==> src/rtl/imem_dmem_arbiter_pkg.sv <==
// Shared encodings and width defaults for the IF/D unified-memory arbiter.
package imem_dmem_arbiter_pkg;

    localparam int ADDR_W_DEF = 32;
    localparam int DATA_W_DEF = 32;

    typedef enum logic [1:0] {
        IDLE  = 2'd0,
        ISSUE = 2'd1,
        WAIT  = 2'd2,
        DONE  = 2'd3
    } arb_state_t;

    typedef enum logic {
        OWN_IF = 1'b0,
        OWN_D  = 1'b1
    } owner_t;

endpackage

==> src/rtl/arb_priority_sel.sv <==
// Combinational winner select between the IF and D requesters.
// ARB_ROUND_ROBIN_EN selects round-robin on ties; otherwise D always beats IF.
module arb_priority_sel
    import imem_dmem_arbiter_pkg::*;
(
    input  logic   if_req,
    input  logic   d_req,
    input  owner_t last_owner,
    output logic   grant,
    output owner_t winner
);

    assign grant = if_req | d_req;

`ifdef ARB_ROUND_ROBIN_EN
    always_comb begin
        winner = d_req ? OWN_D : OWN_IF;
        // On a tie the port that was not served last goes first.
        if (if_req && d_req)
            winner = (last_owner == OWN_D) ? OWN_IF : OWN_D;
    end
`else
    logic unused_last_owner;
    assign unused_last_owner = last_owner;
    assign winner = d_req ? OWN_D : OWN_IF;
`endif

endmodule

==> src/rtl/imem_dmem_arbiter.sv <==
// Arbitrates one single-ported memory between instruction fetch and load/store,
// one transaction in flight. Optional round-robin ties via ARB_ROUND_ROBIN_EN.
module imem_dmem_arbiter
    import imem_dmem_arbiter_pkg::*;
#(
    parameter int ADDR_W = ADDR_W_DEF,
    parameter int DATA_W = DATA_W_DEF
) (
    input  logic              clk,
    input  logic              reset,
    input  logic              if_req,
    input  logic [ADDR_W-1:0] if_addr,
    output logic [DATA_W-1:0] if_rdata,
    output logic              if_valid,
    output logic              if_stall,
    input  logic              d_req,
    input  logic              d_we,
    input  logic [ADDR_W-1:0] d_addr,
    input  logic [DATA_W-1:0] d_wdata,
    output logic [DATA_W-1:0] d_rdata,
    output logic              d_valid,
    output logic              d_stall,
    output logic              m_req,
    output logic              m_we,
    output logic [ADDR_W-1:0] m_addr,
    output logic [DATA_W-1:0] m_wdata,
    input  logic              m_ready,
    input  logic              m_rvalid,
    input  logic [DATA_W-1:0] m_rdata
);

    arb_state_t state;
    owner_t     owner;
    owner_t     last_owner;
    owner_t     winner;
    logic       grant;

    arb_priority_sel u_sel (
        .if_req     (if_req),
        .d_req      (d_req),
        .last_owner (last_owner),
        .grant      (grant),
        .winner     (winner)
    );

`ifndef ARB_ROUND_ROBIN_EN
    assign last_owner = OWN_D;
`endif

    assign if_stall = if_req && !if_valid;
    assign d_stall  = d_req && !d_valid;

    always_ff @(posedge clk or posedge reset) begin
        if (reset) begin
            state    <= IDLE;
            owner    <= OWN_IF;
            m_req    <= 1'b0;
            m_we     <= 1'b0;
            m_addr   <= '0;
            m_wdata  <= '0;
            if_valid <= 1'b0;
            d_valid  <= 1'b0;
            if_rdata <= '0;
            d_rdata  <= '0;
`ifdef ARB_ROUND_ROBIN_EN
            last_owner <= OWN_D;
`endif
        end else begin
            if_valid <= 1'b0;
            d_valid  <= 1'b0;
            case (state)
                IDLE: begin
                    if (grant) begin
                        owner <= winner;
                        m_req <= 1'b1;
                        state <= ISSUE;
                        if (winner == OWN_D) begin
                            m_we    <= d_we;
                            m_addr  <= d_addr;
                            m_wdata <= d_wdata;
                        end else begin
                            m_we   <= 1'b0;
                            m_addr <= if_addr;
                        end
                    end
                end
                ISSUE: begin
                    if (m_ready) begin
                        m_req <= 1'b0;
                        if (m_we) begin
                            state <= DONE;
                            if (owner == OWN_D) d_valid <= 1'b1;
                            else                if_valid <= 1'b1;
                        end else if (m_rvalid) begin
                            // Zero-latency read: data arrives with the accept.
                            state <= DONE;
                            if (owner == OWN_D) begin
                                d_rdata <= m_rdata;
                                d_valid <= 1'b1;
                            end else begin
                                if_rdata <= m_rdata;
                                if_valid <= 1'b1;
                            end
                        end else begin
                            state <= WAIT;
                        end
                    end
                end
                WAIT: begin
                    if (m_rvalid) begin
                        state <= DONE;
                        if (owner == OWN_D) begin
                            d_rdata <= m_rdata;
                            d_valid <= 1'b1;
                        end else begin
                            if_rdata <= m_rdata;
                            if_valid <= 1'b1;
                        end
                    end
                end
                DONE: begin
                    state <= IDLE;
`ifdef ARB_ROUND_ROBIN_EN
                    last_owner <= owner;
`endif
                end
                default: state <= IDLE;
            endcase
        end
    end

endmodule

==> config.mk <==
export PLATFORM = sky130hd
export DESIGN_NAME = imem_dmem_arbiter
export DESIGN_NICKNAME = d
export VERILOG_FILES = /design/src/rtl/imem_dmem_arbiter_pkg.sv /design/src/rtl/arb_priority_sel.sv /design/src/rtl/imem_dmem_arbiter.sv
export SDC_FILE = /design/constraint.sdc
export NUM_CORES = 1
export LEC_CHECK = 0
export CORE_AREA = 3 3 104 155
export DETAILED_ROUTE_END_ITERATION = 10
export DIE_AREA = 0 0 107 158
export GPL_TIMING_DRIVEN = 1
export PLACE_DENSITY = 0.76
export SETUP_SLACK_MARGIN = 0.05
export SYNTH_ARGS = -nofsm -noshare
export SYNTH_HDL_FRONTEND = slang
export SYNTH_HIERARCHICAL = 1
export SYNTH_SLANG_ARGS = --single-unit
==> constraint.sdc <==
create_clock -name clk -period 3.6 [get_ports clk]
set_input_delay 0.36 -clock clk [delete_from_list [all_inputs] [get_ports clk]]
set_output_delay 0.36 -clock clk [all_outputs]
set_load 0.02 [all_outputs]
==> metrics.md <==
| Metric | Value |
|---|---|
| Outcome | finished, final reports clean |
| WL/cell | about 17 um |
| CP Data Arrival Time | between 2000 and 3000 ps |
| Clk slew on worst S/H paths | 60 ps |
| GRT Overall Usage | 0.171 |
| Pleak | 3.75 nW |
| Hold Buf Count CTS | 0 |
| Number of post-CTS setup repair buffers | 0 |
| Antenna viol nets, final | 0 |
| CP Capture Type | flop |
| Min Clock Period, post-route | between 2000 and 2500 ps |
| Least-Margin Pin Slew | about 740 ps |
| Combinational power share | 0.475 |
| Antenna cell count | 0 |
| Clock share of power | 0.205 |
| Final #Nets | 799 |
| YS warnings | 6 |
| Min-delay worst type | in -> async |
| Post-place setup slack | 1210 ps |
| Die Span Y | between 150 and 200 um |
| RePlAce Congestion | ~0.8 |
| Final TNS setup | 0 ps |
| Core ar. | between 0.01 and 0.015 mm2 |
| P_int | roughly 5.5 mW |
| Switching share of power | 0.351 |
| Min setup slack post-route | approximately 1300 ps |
| Root Buffer Master | clkbuf_16 |
| Final setup violation count | 0 |
| Num Clock Sinks | 135 |
| Max VDD drop | ~430 uV |
| First-pass GRT wire length | between 20 and 25 mm |
| Worst reg2reg setup slack | around 1300 ps |
| Psw | roughly 3.0 mW |
| DR vias/cell | approximately 4.8 |
| DR pass1 iterations | 4 |
| Req. time, crit path | 3880 ps |
| Final Slew Violations | 0 |
| Hold Worst Slack | 432 ps |
| Post-synthesis cell area | ~0.0055 mm2 |
| DRT iter0 DRCs | 103 |
| Final Util | 0.604 |
| Mapped Cells | approximately 400 |
| CTS tree | yes |
| Worst Skew | 10.8 ps |
| Final hold vios | 0 |
| Number of max-cap violations | 0 |
| Die Wd | 107 um |
| Htree depth | 4 |
| Top fanout value on the critical path | 18 |
| RSZ-0062 raised after global routing | false |
| Final Power | 8.48 mW |
| Via count | 4123 |
| Gr ovfl total | 0 |
| FMAX | roughly 440 MHz |
| Sequential share of power | 0.319 |
| # port buffers | approximately 270 |
| Clock Path Buffers | 2 |
| PwrDens | 949 mW/mm2 |
| Worst relative slew slack | 0.509 |
| TritonCTS Buffers | 17 |
| Layout cell share with drive strength beyond 1 | 0.198 |
| Vias in the first global route | about 4400 |
| Final HPWL DP | around 11 mm |
| Final wirelength | around 14 mm |
| Crit share post-route | 0.634 |
| Ports | between 200 and 300 |
| Largest net degree at the start of global routing | 68 |
| Startpoint Class | flop |
| Post-cts sizing count | 0 |
| Critical path class | reg -> reg |
| Syn Area/Cell | 14.0 um2 |
| Full die area | about 0.017 mm2 |
| Clock Latency Late Sink | around 400 ps |
| Net count after synthesis | approximately 530 |
| Initial antenna violation count | 0 |
| DRC viols | 0 |
| Layout area overhead | 63.7% |
| Starting Density | 0.369 |
| Row cnt | 54 |
[layer usage]
metal,vias up,GRT usage,wire (um)
met3,13,0.0592,1080
met4,0,0.0500,187
li1,1909,-,-
met1,2039,0.178,5040
met2,162,0.323,8090
met5,-,0,0
[worst max-delay path, stage by stage, from the launching register on]
cell and delay [ps]:
dfrtp_1 420, inv_1 90, ha_1 350, nand3b_1 140
a21oi_4 440, buf_4 350, mux2_2 370
[layout make-up]
class | count | area [um2]
tap | 196 | 245
inverter | 6 | 26.3
clock buffer | 19 | 443
timing repair buffer | 275 | 2760
sequential | 135 | 3380
clock inverter | 11 | 150
multi-input combinational | 226 | 1940
fill | 1167 | 5850
[final timing paths]
path | start | endpoint | cells past startpoint
setup / recovery | state[0]$_DFFE_PP0P_ | if_rdata[20]$_DFFE_PP0P_ | 6
hold / removal | reset | d_rdata[8]$_DFFE_PP0P_ | 2
setup reg to reg | state[0]$_DFFE_PP0P_ | if_rdata[20]$_DFFE_PP0P_ | 6
hold reg to reg | d_rdata[14]$_DFFE_PP0P_ | d_rdata[14]$_DFFE_PP0P_ | 1
max in group asynchronous | reset | d_rdata[19]$_DFFE_PP0P_ | 3
min in group clk | d_rdata[14]$_DFFE_PP0P_ | d_rdata[14]$_DFFE_PP0P_ | 1
[power by group through the flow]
| stage | registers, mW | clock network, mW | logic, mW |
|---|---|---|---|
| floorplan | 3.60 | 0 | 1.20 |
| global placement | 2.68 | 0 | 4.01 |
| detailed placement | 2.73 | 0 | 4.08 |
| CTS | 2.71 | 1.78 | 4.10 |
| global route | 2.81 | 1.85 | 4.28 |
| finish | 2.71 | 1.74 | 4.03 |
[per-stage QoR]
step / std cells / instance area [um2]
after floorplan: 389 / 5470
after global placement: 838 / 8350
after detailed placement: 838 / 8350
after CTS: 868 / 8940
after global routing: 868 / 8940
final: 868 / 8940
[sequential cells by signal, summed over array words and instances (netlist names)]
signal	flops
owner	1
d_rdata	32
m_addr	32
m_wdata	32
if_rdata	32
if_valid	1
state	2
m_req	1
d_valid	1
m_we	1
[cell usage in the layout (no fill, tap or decap), drive strengths merged]
cell type and n:
buf 8, or2 1, a31oi 1, clkbuf 19
nand4b 1, dfrtp 135, clkinv 4, clkinvlp 3
nand2b 4, nor2 33, nand2 4, nor3 1
and2 1, clkdlybuf4s50 267, a22o 1, a41oi 1
o31ai 1, and3 1, nor2b 2, nand3b 1
nand3 1, mux2i 33, o21ai 3, inv 7
bufinv 3, o22a 1, a21oi 34, mux2 97
ha 3, nor4b 1
(Power assumes the default switching activity.)
